<file path="src/rtl/cmp_flags_pkg.sv">
// Shared types and helpers for the pipelined magnitude comparator.
package cmp_flags_pkg;

    typedef struct packed {
        logic decided;
        logic gt_d;
    } cmp_part_t;

    typedef struct packed {
        logic gt;
        logic lt;
        logic eq;
    } cmp_result_t;

    // Number of CHUNK-wide slices needed to cover n bits (ceiling division).
    function automatic int cmp_stages(input int n, input int chunk);
        return (n + chunk - 1) / chunk;
    endfunction

    // Turn the final partial state into one-hot gt/lt/eq flags.
    function automatic cmp_result_t cmp_decode(input cmp_part_t part);
        cmp_result_t res;
        res.gt = part.decided & part.gt_d;
        res.lt = part.decided & ~part.gt_d;
        res.eq = ~part.decided;
        return res;
    endfunction

endpackage

</file>
<file path="src/rtl/cmp_chunk_stage.sv">
// One registered comparator stage: compares the CHUNK-wide slice at LSB,
// updates the {decided, gt_d} partial state and carries both operands on
// for the lower-order stages. Holds everything while stalled.
module cmp_chunk_stage
    import cmp_flags_pkg::*;
#(
    parameter int W     = 8,
    parameter int CHUNK = 4,
    parameter int LSB   = 0
) (
    input  logic         clk,
    input  logic         rst_n,
    input  logic         up_valid,
    output logic         up_ready,
    input  logic [W-1:0] up_a,
    input  logic [W-1:0] up_b,
    input  logic [1:0]   up_part,
    output logic         dn_valid,
    input  logic         dn_ready,
    output logic [W-1:0] dn_a,
    output logic [W-1:0] dn_b,
    output logic [1:0]   dn_part,
    output logic [1:0]   part_nxt
);

    logic             valid_r;
    logic [W-1:0]     a_r;
    logic [W-1:0]     b_r;
    cmp_part_t        part_r;
    cmp_part_t        part_in_s;
    cmp_part_t        part_nxt_s;
    logic [CHUNK-1:0] chunk_a_s;
    logic [CHUNK-1:0] chunk_b_s;
    logic             load_s;

    assign chunk_a_s = up_a[LSB +: CHUNK];
    assign chunk_b_s = up_b[LSB +: CHUNK];
    assign up_ready  = !valid_r || dn_ready;
    assign load_s    = up_valid && up_ready;

    // First differing chunk (MSB side first) decides; later chunks pass the decision through.
    always_comb begin
        part_in_s  = cmp_part_t'(up_part);
        part_nxt_s = part_in_s;
        if (!part_in_s.decided && (chunk_a_s != chunk_b_s)) begin
            part_nxt_s.decided = 1'b1;
            part_nxt_s.gt_d    = (chunk_a_s > chunk_b_s);
        end else begin
            part_nxt_s = part_in_s;
        end
    end

    // Stage register: refill or drain when ready, otherwise hold contents.
    always_ff @(posedge clk or negedge rst_n) begin
        if (!rst_n) begin
            valid_r <= 1'b0;
            a_r     <= '0;
            b_r     <= '0;
            part_r  <= '0;
        end else begin
            if (up_ready) begin
                valid_r <= up_valid;
            end else begin
                valid_r <= valid_r;
            end
            if (load_s) begin
                a_r    <= up_a;
                b_r    <= up_b;
                part_r <= part_nxt_s;
            end else begin
                a_r    <= a_r;
                b_r    <= b_r;
                part_r <= part_r;
            end
        end
    end

    assign dn_valid = valid_r;
    assign dn_a     = a_r;
    assign dn_b     = b_r;
    assign dn_part  = part_r;
    assign part_nxt = part_nxt_s;

endmodule

</file>
<file path="src/rtl/cmp_flags_pipe.sv">
// Pipelined N-bit magnitude comparator with registered gt/lt/eq flags.
// CHUNK bits are resolved per stage, MSB chunk first; latency is
// ceil(N/CHUNK) cycles. Optional eq-match counter: CMP_FLAGS_MATCH_CNT_EN.
module cmp_flags_pipe
    import cmp_flags_pkg::*;
#(
    parameter int N     = 8,
    parameter int CHUNK = 4
) (
    input  logic         clk,
    input  logic         rst_n,
    input  logic         in_valid,
    output logic         in_ready,
    input  logic [N-1:0] a,
    input  logic [N-1:0] b,
    input  logic         signed_mode,
    output logic         out_valid,
    input  logic         out_ready,
    output logic         gt,
    output logic         lt,
    output logic         eq
`ifdef CMP_FLAGS_MATCH_CNT_EN
    ,
    input  logic         match_clr,
    output logic [15:0]  match_cnt
`endif
);

    localparam int STAGES = cmp_stages(N, CHUNK);
    localparam int W      = STAGES * CHUNK;
    localparam int PAD    = W - N;

    logic [N-1:0]            a_adj_s;
    logic [N-1:0]            b_adj_s;
    logic [W-1:0]            a_pad_s;
    logic [W-1:0]            b_pad_s;
    logic [(STAGES+1)*W-1:0] a_pipe_s;
    logic [(STAGES+1)*W-1:0] b_pipe_s;
    logic [(STAGES+1)*2-1:0] part_pipe_s;
    logic [STAGES*2-1:0]     nxt_flat_s;
    logic [STAGES:0]         valid_pipe_s;
    logic [STAGES:0]         ready_pipe_s;
    logic                    last_load_s;
    cmp_result_t             flags_r;
    logic                    unused_s;

    // Flipping the sign bits maps two's-complement order onto unsigned order.
    always_comb begin
        a_adj_s        = a;
        b_adj_s        = b;
        a_adj_s[N-1]   = a[N-1] ^ signed_mode;
        b_adj_s[N-1]   = b[N-1] ^ signed_mode;
    end

    // Zero padding on the LSB side keeps chunk boundaries aligned to the MSB.
    assign a_pad_s = W'(a_adj_s) << PAD;
    assign b_pad_s = W'(b_adj_s) << PAD;

    assign a_pipe_s[W-1:0]         = a_pad_s;
    assign b_pipe_s[W-1:0]         = b_pad_s;
    assign part_pipe_s[1:0]        = 2'b00;
    assign valid_pipe_s[0]         = in_valid;
    assign ready_pipe_s[STAGES]    = out_ready;
    assign in_ready                = ready_pipe_s[0];
    assign out_valid               = valid_pipe_s[STAGES];

    for (genvar k = 0; k < STAGES; k++) begin : g_stage
        cmp_chunk_stage #(
            .W     (W),
            .CHUNK (CHUNK),
            .LSB   ((STAGES - 1 - k) * CHUNK)
        ) u_stage (
            .clk      (clk),
            .rst_n    (rst_n),
            .up_valid (valid_pipe_s[k]),
            .up_ready (ready_pipe_s[k]),
            .up_a     (a_pipe_s[k*W +: W]),
            .up_b     (b_pipe_s[k*W +: W]),
            .up_part  (part_pipe_s[k*2 +: 2]),
            .dn_valid (valid_pipe_s[k+1]),
            .dn_ready (ready_pipe_s[k+1]),
            .dn_a     (a_pipe_s[(k+1)*W +: W]),
            .dn_b     (b_pipe_s[(k+1)*W +: W]),
            .dn_part  (part_pipe_s[(k+1)*2 +: 2]),
            .part_nxt (nxt_flat_s[k*2 +: 2])
        );
    end

    // Operand copies and partial state leaving the last stage have no consumer.
    assign unused_s = ^{a_pipe_s[STAGES*W +: W], b_pipe_s[STAGES*W +: W],
                        part_pipe_s[STAGES*2 +: 2], nxt_flat_s};

    assign last_load_s = valid_pipe_s[STAGES-1] && ready_pipe_s[STAGES-1];

    // Flag register loads alongside the last stage so flags stay 0 until the first result.
    always_ff @(posedge clk or negedge rst_n) begin
        if (!rst_n) begin
            flags_r <= '0;
        end else if (last_load_s) begin
            flags_r <= cmp_decode(cmp_part_t'(nxt_flat_s[(STAGES-1)*2 +: 2]));
        end else begin
            flags_r <= flags_r;
        end
    end

    assign gt = flags_r.gt;
    assign lt = flags_r.lt;
    assign eq = flags_r.eq;

`ifdef CMP_FLAGS_MATCH_CNT_EN
    logic [15:0] match_cnt_r;

    // Saturating count of equal results handed downstream; clear has priority.
    always_ff @(posedge clk or negedge rst_n) begin
        if (!rst_n) begin
            match_cnt_r <= 16'd0;
        end else if (match_clr) begin
            match_cnt_r <= 16'd0;
        end else if (out_valid && out_ready && flags_r.eq && (match_cnt_r != 16'hFFFF)) begin
            match_cnt_r <= match_cnt_r + 16'd1;
        end else begin
            match_cnt_r <= match_cnt_r;
        end
    end

    assign match_cnt = match_cnt_r;
`endif

endmodule

</file>
<file path="config.mk">
export PLATFORM = sky130hd
export DESIGN_NAME = cmp_flags_pipe
export DESIGN_NICKNAME = d
export VERILOG_FILES = /design/src/rtl/cmp_flags_pkg.sv /design/src/rtl/cmp_chunk_stage.sv /design/src/rtl/cmp_flags_pipe.sv
export SDC_FILE = /design/constraint.sdc
export NUM_CORES = 1
export LEC_CHECK = 0
export CAP_MARGIN = 20
export CORE_MARGIN = 5
export CORE_UTILIZATION = 35
export CTS_BUF_LIST = sky130_fd_sc_hd__clkbuf_8
export DETAILED_ROUTE_END_ITERATION = 10
export PLACE_DENSITY = 0.68
export SYNTH_ARGS = -nofsm -noshare
export SYNTH_HDL_FRONTEND = slang
export SYNTH_SLANG_ARGS = --single-unit
</file>
<file path="constraint.sdc">
create_clock -name clk -period 1.3 [get_ports clk]
set_input_delay 0.13 -clock clk [delete_from_list [all_inputs] [get_ports clk]]
set_output_delay 0.13 -clock clk [all_outputs]
set_load 0.1 [all_outputs]
</file>
==> results.ini, run 1 <==
[critical_path]
required_ns=1.44
rr_startpoint=g_stage[0].u_stage.dn_b[1]$_DFFE_PN0P_
worstPathCellList=inv_2, ha_4, nor2b_4, o211ai_1, a31oi_2, a22o_1
crit_path_start=g_stage[0].u_stage.dn_b[1]$_DFFE_PN0P_
critPathSlowestCell=dfrtp_1
worstPathArrival_ns=1.55
worstPathMaxFanout=3
cp_num_buf_inv=1
slowest_delay_ns=0.39
cp-end-kind=flip-flop
rrSetupSlack_ns=-0.12
cp-start-kind=flip-flop
critPathTopFamily=compound AO/OA/AOI/OAI gates
path_class=reg2reg

[floorplan]
initial_core_util=0.373
core_area_um2=2250
pin_count=26
fp.dieW_um=59.0
dieHeight_um=59.0
num_rows=17
fp.dieArea_um2=3480

[timing]
fin_ws_ns=-0.116
hold_viol=0
rsz0062_at_grt=true
fin_hold_ws_ns=0.196
fmax_mhz=706
tightest_slew_ns=0.221
slew_violations=0
fin_crit_ns=1.42
maxSlewHeadroom=0.852
finalSetupTns_ns=-0.206
post-route-period-util=1.09
setup_viol=2
fin_skew_ns=0.00351

[cells_and_area]
layout.nets=133
layoutNonFillerInstCount=131
drive_gt1_frac=0.398
utilization=0.600
area_growth_pct=60.9
diodes=0
stdcell_area_um2=1350

[clock_tree]
tritoncts=yes
clkSinkCount=15
cts.clk_slew.worst_paths_ns=0.06
cts_hold_buf=0
clk-insertion-delay-late_ns=0.25
cts.path.max_buffers=2
numCtsBuffers=3
htree_num_levels=1
cts-root-buf=clkbuf_8

[place]
place_area_um2=1230
gp_congestion=0.793
port_buffers=25
dp_cells=124
dp_slack_ns=-0.385
dp.final_hpwl_mm=1.24

[grt]
antenna_found_initial=0
grt_pass1_vias=633
grt_overflow_total=0
grt_start_max_net_pins=16
grt_pass1_wl_mm=2.64
track_usage=0.0987

[synth]
yosys-top-cells-area=dfrtp_1, mux2_4, ha_1
syn_inst=68
synth.top_cell.area_share=0.446
ys_seq_elements=15
synth_enable_flop_cells=0
async_flop_share=1.00
synth_area_um2=841
syn_avg_cell_area_um2=12.4
yosysSeqAreaShare=0.446
ys.flop_type=dfrtp_1
ys_warn_count=0
synth_nets=97
ys_types=26
yosysTopAreaCell=dfrtp_1

[route]
finalWirelength_mm=1.65
wl_per_cell_um=12.6
antenna_left=0
drt-initial-drc-count=5
top_layer_used=met4
vias=622
wl_met1_um=775
drc=0
drt_pass1_iterations=3
wl_met2_um=758
wl_met3_um=101
viasPerCell=4.75

[status]
status=finished, violations left
violations=setup timing

[run]
max_cap_violations=0

[worst_hold_path]
hold_class=in2async

[pwr]
totalPowerFinal_mw=1.82
power.density_nw_per_um2=1350
max-vdd-ir-drop_uv=807
p_leak_nw=0.622

==> placed cells by master (no fill, tap or decap), types with 2 or more instances in the layout <==
cell / synthesis / routed
inv_1: 8 / 6
nand2b_1: 2 / 2
nor2_1: 3 / 3
clkbuf_8: 0 / 3
buf_4: 0 / 7
buf_12: 0 / 5
a41oi_2: 1 / 2
inv_2: 0 / 2
ha_1: 8 / 4
dfrtp_1: 15 / 14
mux2_4: 8 / 8
a21oi_1: 3 / 3
clkdlybuf4s50_1: 0 / 17
ha_4: 0 / 4
dlygate4sd2_1: 0 / 3
nand2_1: 3 / 2
==> flip-flops by register name, summed over array words and instances, names as in the netlist <==
name,flops
g_stage.u_stage.dn_valid,2
lt,1
eq,1
gt,1
g_stage.u_stage.dn_b,4
g_stage.u_stage.dn_part,2
g_stage.u_stage.dn_a,4
==> cell families after synthesis <==
group | Yosys count | share of synthesized area
XOR/XNOR | 2 | 0.0208
adder cells (fa/ha/maj) | 8 | 0.119
flip-flops | 15 | 0.446
AND/OR/NAND/NOR | 13 | 0.0967
buffers and inverters | 9 | 0.0491
multiplexers | 9 | 0.156
AO/OA/AOI/OAI | 12 | 0.112
==> power by group <==
group / leakage [nW] / switching [mW] / internal, mW
Combinational: 0.424 / 0.415 / 0.408
Sequential: 0.176 / 0.0734 / 0.546
Clock: 0.0217 / 0.165 / 0.215
Total: 0.622 / 0.654 / 1.17
==> Yosys cell counts (2+ instances only) <==
cell	n
dfrtp_1	15
ha_1	8
inv_1	8
mux2_4	8
a21oi_1	3
nand2_1	3
nor2_1	3
nand2b_1	2
==> worst register-to-register path, delay by kind of cell (launching register included) <==
kind	cells	cell delay (ns)
and+or+nand+nor	1	0.12
AOI/OAI and AO/OA	3	0.53
DFF	1	0.39
buffers and inverters	1	0.07
adders and majority gates	1	0.21
==> cell type report <==
| class | count | area (um^2) |
|---|---|---|
| Clock inverter | 1 | 7.51 |
| Tap cell | 28 | 35.0 |
| Inverter | 8 | 30.0 |
| Multi-Input combinational cell | 44 | 510 |
| Fill cell | 209 | 902 |
| Clock buffer | 3 | 41.3 |
| Sequential cell | 15 | 379 |
| Timing Repair Buffer | 32 | 349 |
==> worst paths after layout <==
| kind | to | cells past startpoint |
|---|---|---|
| setup reg to reg | gt$_DFFE_PN0P_ | 6 |
| min in group clk | g_stage[0].u_stage.dn_b[1]$_DFFE_PN0P_ | 2 |
| hold / removal | g_stage[0].u_stage.dn_b[0]$_DFFE_PN0P_ | 2 |
| max in group asynchronous | g_stage[1].u_stage.dn_valid$_DFFE_PN0P_ | 2 |
| setup / recovery | gt$_DFFE_PN0P_ | 6 |
| hold reg to reg | g_stage[0].u_stage.dn_a[0]$_DFFE_PN0P_ | 1 |
==> metal layers <==
layer | vias to the layer above | track usage
li1 | 310 | -
met1 | 286 | 0.133
met2 | 22 | 0.150
met3 | 4 | 0.0261
met4 | 0 | 0.0388
met5 | - | 0
==> timing repair <==
action / in CTS / in global routing
gates resized for setup: 7 / 5
endpoints found under the setup margin: 3 / 4
endpoints found under the hold margin: 0 / 0
pin swaps: 6 / 2
buffers inserted: 1 / 2
(Power assumes the default switching activity.)
==> inputs of run 2 (changes only) <==
--- a/config.mk
+++ b/config.mk
@@ -6,6 +6,7 @@
 export NUM_CORES = 1
 export LEC_CHECK = 0
 export CAP_MARGIN = 20
+export CORE_ASPECT_RATIO = 1.2
 export CORE_MARGIN = 5
 export CORE_UTILIZATION = 35
 export CTS_BUF_LIST = sky130_fd_sc_hd__clkbuf_8
==> results.ini, run 2 (same netlist as run 1, synthesis figures left out) <==
[floorplan]
fp.dieW_um=54.7  ; -7.2%
dieHeight_um=63.7  ; +7.9%
pin_count=26  ; unchanged
num_rows=19  ; +2
initial_core_util=0.365  ; -0.00830
fp.dieArea_um2=3490  ; +0.10%
core_area_um2=2310  ; +2.3%

[cells_and_area]
layoutNonFillerInstCount=135  ; +3.1%
layout_commonest_cell=clkdlybuf4s50_1
diodes=0  ; unchanged
layout.nets=134  ; +0.75%
final_cell_mix=clkdlybuf4s50_1, dfrtp_1, mux2_4, buf_4, inv_1
area_growth_pct=61.9
regArea_um2=379  ; unchanged
stdcell_area_um2=1360  ; +0.65%
multi_input_area_um2=510  ; unchanged
utilization=0.590  ; -0.00955
drive_gt1_frac=0.413  ; +0.0154
fillCellCount=196  ; -6.2%

[grt]
grt_overflow_total=0  ; unchanged
grt_pass1_vias=642  ; +1.4%
antenna_found_initial=0  ; unchanged
grt_pass1_wl_mm=2.79  ; +5.8%
track_usage=0.107  ; +0.00816
grt_start_max_net_pins=12  ; -4

[clock_tree]
cts.clk_slew.worst_paths_ns=0.06  ; about the same
cts_hold_buf=0  ; unchanged
numCtsBuffers=3  ; unchanged
htree_num_levels=1  ; unchanged
cts.path.max_buffers=2  ; unchanged
clk-insertion-delay-late_ns=0.24  ; about the same
cts-root-buf=clkbuf_8
clkSinkCount=15  ; unchanged
tritoncts=yes

[timing]
slew_violations=0  ; unchanged
fin_ws_ns=-0.129  ; -0.0133 ns
finalSetupTns_ns=-0.233  ; -0.0275 ns
fin_crit_ns=1.43  ; +0.0133 ns
fmax_mhz=700  ; -0.93%
tightest_slew_ns=0.289  ; +0.0676 ns
fin_skew_ns=0.00165  ; -0.00185 ns
maxSlewHeadroom=0.807  ; -0.0456
hold_viol=0  ; unchanged
post-route-period-util=1.10  ; +0.0103
rsz0062_at_grt=true
fin_hold_ws_ns=0.134  ; -0.0626 ns
setup_viol=2  ; unchanged

[run]
max_cap_violations=0  ; unchanged

[pwr]
internal_power_mw=1.18  ; +0.67%
p_sw_uw=651  ; -0.46%
p_clk_frac=0.199  ; -0.010
power.density_nw_per_um2=1340  ; -0.38%
power.combinational.fraction=0.460  ; +0.009
totalPowerFinal_mw=1.83  ; +0.26%
p_seq_frac=0.341  ; about the same
p_sw_frac=0.356  ; -0.00258
max-vdd-ir-drop_uv=726  ; -10%
p_leak_nw=0.630  ; +1.3%

[route]
viasPerCell=4.74  ; -0.15%
vias=640  ; +2.9%
antenna_left=0  ; unchanged
drt-initial-drc-count=9  ; +4
wl_per_cell_um=12.9  ; +2.0%
finalWirelength_mm=1.74  ; +5.1%
drt_pass1_iterations=3  ; unchanged
drc=0  ; unchanged

[critical_path]
slowest_delay_ns=0.40  ; about the same
worstPathMaxFanout=3  ; unchanged
path_class=reg2reg
critPathSlowestCell=dfrtp_1
required_ns=1.43  ; about the same
worstPathCellList=ha_4, nor2b_4, o211ai_1, a31oi_1, a22o_1
worstPathArrival_ns=1.56  ; about the same
cp-start-kind=flip-flop
cp-end-kind=flip-flop

[place]
gp_congestion=0.787  ; -0.73%
dp_slack_ns=-0.405  ; -0.0205 ns
dp.final_hpwl_mm=1.30  ; +4.3%
dp_cells=127  ; +2.4%
port_buffers=25  ; unchanged
place_area_um2=1240  ; +0.30%

[status]
violations=setup timing
status=finished, violations left

[worst_hold_path]
hold_class=in2async

-- run 2: changes by cell type in the layout (fill, tap and decap cells not counted) --
cell | previous run | this run
clkinvlp_4 | 1 | 0
clkinv_2 | 0 | 1
a21oi_1 | 3 | 2
a21oi_2 | 0 | 1
a31oi_1 | 0 | 1
buf_4 | 7 | 8
a31oi_2 | 1 | 0
nor2_2 | 0 | 1
nor2_1 | 3 | 2
-- run 2: power by group through the flow --
stage                     combinational [mW]  sequential (mW)  clock [mW]
after floorplan                        0.300            0.794           0
after CTS                              0.789            0.621       0.375
final                                  0.841            0.623       0.363
after global placement                 0.741            0.620           0
after detailed placement               0.758            0.625           0
after global routing                   0.894            0.634       0.397
-- run 2: repair_timing --
item / 4_1_cts / 5_1_grt
buffers inserted: 1 / 3
endpoints found under the setup margin: 4 / 5
pin swaps: 8 / 5
resized for setup: 7 / 6
-- run 2: worst paths after layout --
check                                                       endpoint  depth (start not counted)                                       from  slack [ns]
max                                                   gt$_DFFE_PN0P_                          5     g_stage[0].u_stage.dn_a[1]$_DFFE_PN0P_       -0.13
min                          g_stage[1].u_stage.dn_valid$_DFFE_PN0P_                          1                                      rst_n        0.13
max reg2reg                                           gt$_DFFE_PN0P_                          5     g_stage[0].u_stage.dn_a[1]$_DFFE_PN0P_       -0.13
min reg2reg                g_stage[0].u_stage.dn_part[0]$_DFFE_PN0P_                          1  g_stage[0].u_stage.dn_part[0]$_DFFE_PN0P_        0.52
max in group asynchronous  g_stage[0].u_stage.dn_part[1]$_DFFE_PN0P_                          2                                      rst_n        0.73
min in group clk              g_stage[0].u_stage.dn_a[1]$_DFFE_PN0P_                          2                                       a[1]        0.50
-- run 2: critical path, delay by kind of cell (launching register included) --
family	cells	cell delay (ns)
AND/OR/NAND/NOR	1	0.12
AO/OA/AOI/OAI	3	0.52
adder cells (fa/ha/maj)	1	0.26
flip-flops	1	0.40
-- run 2: per-layer routing --
layer,track usage,vias to the layer above,part of all wire
met5,0,-,0
met4,0.0654,0,0.017
met3,0.0212,2,0.058
met2,0.164,23,0.51
met1,0.131,306,0.41
li1,-,309,-
-- run 2: cell type report --
class / count / share of cell area
repair buffers: 33 / 0.262
inverters: 8 / 0.0221
clock inverters: 1 / 0.00368
clock buffers: 3 / 0.0303
multi-input cells: 44 / 0.375
flip-flops and latches: 15 / 0.278
well taps: 31 / 0.0285
==> edit, RTL diff (flow settings as in run 2) <==
`CHUNK` is set to 4 in 2 places; all go to 2.
--- a/src/rtl/cmp_chunk_stage.sv
+++ b/src/rtl/cmp_chunk_stage.sv
@@ -7,3 +7,3 @@
     parameter int W     = 8,
-    parameter int CHUNK = 4,
+    parameter int CHUNK = 2,
     parameter int LSB   = 0
--- a/src/rtl/cmp_flags_pipe.sv
+++ b/src/rtl/cmp_flags_pipe.sv
@@ -7,3 +7,3 @@
     parameter int N     = 8,
-    parameter int CHUNK = 4
+    parameter int CHUNK = 2
 ) (
Formal check against the unedited RTL: not equivalent (Yosys sat finds a counterexample within 4 cycles, from zero or initial values and one cycle with rst_n low).
==> edit against run 2 <==
- the run still ends with setup timing left
- combinational power grew 120%
- worst setup slack gained 0.013 ns
- sequential cell count grew 22
- fmax grew 0.90%
- synthesized area grew 100%
- routed wire length grew 73%
- sequential power grew to 2.7 times the old value
- hold slack gained 0.083 ns
- first-iteration DRC count grew to 2.6 times the old value
- design area grew 77%
- sequential share of layout area grew 11 points
- total power grew 150%
- final cell count grew 74%
==> edit: results (changes against run 2) <==
metric;value;unit;change
outcome;finished with violations;;
failing checks;setup timing;;
CP max stage cell;dfrtp_4;;
H-tree levels;2;;+1
Commonest cells post-synth;37 x dfrtp_1, 17 x mux2_2, 14 x nand2_1;;
Inst Count DP;224;;+76%
CP Max Fanout;4;;+1
leakage power;1.12;nW;+78%
distinct cell type count of the synthesized netlist;24;;-7.7%
total negative slack;-1.45;ns;-1.21 ns
Syn Nets;161;;+66%
HPWL after DPL;2280;um;+75%
Multi-In Gates;84;;+91%
final setup fails;30;;+28
CTS Buf Count;5;;+2
R2R cell count;3;;-2
Synth-to-Final Area Change;41.6;%;
number of global-route vias before repair;1221;;+90%
Area after DPL;2170;um^2;+76%
clkbuf count;6;;+3
Setup Skew;0.00706;ns;+0.00541 ns
proportion of layout cells with a drive suffix above 1;36.7;%;-4.6 points
buffer share of cell area;18.0;%;-8.2 points
Clock power frac;22.0;%;+2.1 points
post-synthesis mux area share;18.3;%;+2.7 points
Internal;3.04;mW;+160%
Setup WS post-layout;-0.117;ns;+0.0128 ns
-- edit: metal layers --
layer  share of wire (%)  track usage, %
met5                   0               0
met4                 1.0            4.78
met3                 5.4            4.29
met2                  53            17.8
met1                  41            12.0
-- edit: what timing repair did --
item | in CTS | in global routing
setup endpoints to repair | 32 | 33
buffers inserted | 0 | 3
pin swaps | 5 | 6
endpoints found under the hold margin | 0 | 0
resized for setup | 12 | 6
-- edit: cells by family (layout without fill, tap and decap cells) --
logic type,after synthesis,count (layout)
flip-flops,37,37
adder cells (fa/ha/maj),8,8
AO/OA/AOI/OAI,19,19
multiplexers,25,25
buffers and inverters,11,56
AND/OR/NAND/NOR,30,30
XOR/XNOR,2,2
-- edit: critical path: cells and delay by family, from the launching register on --
family	cells	cell delay, ns
flip-flops	1	0.43
AND/OR/NAND/NOR	2	0.40
buffers and inverters	1	0.17
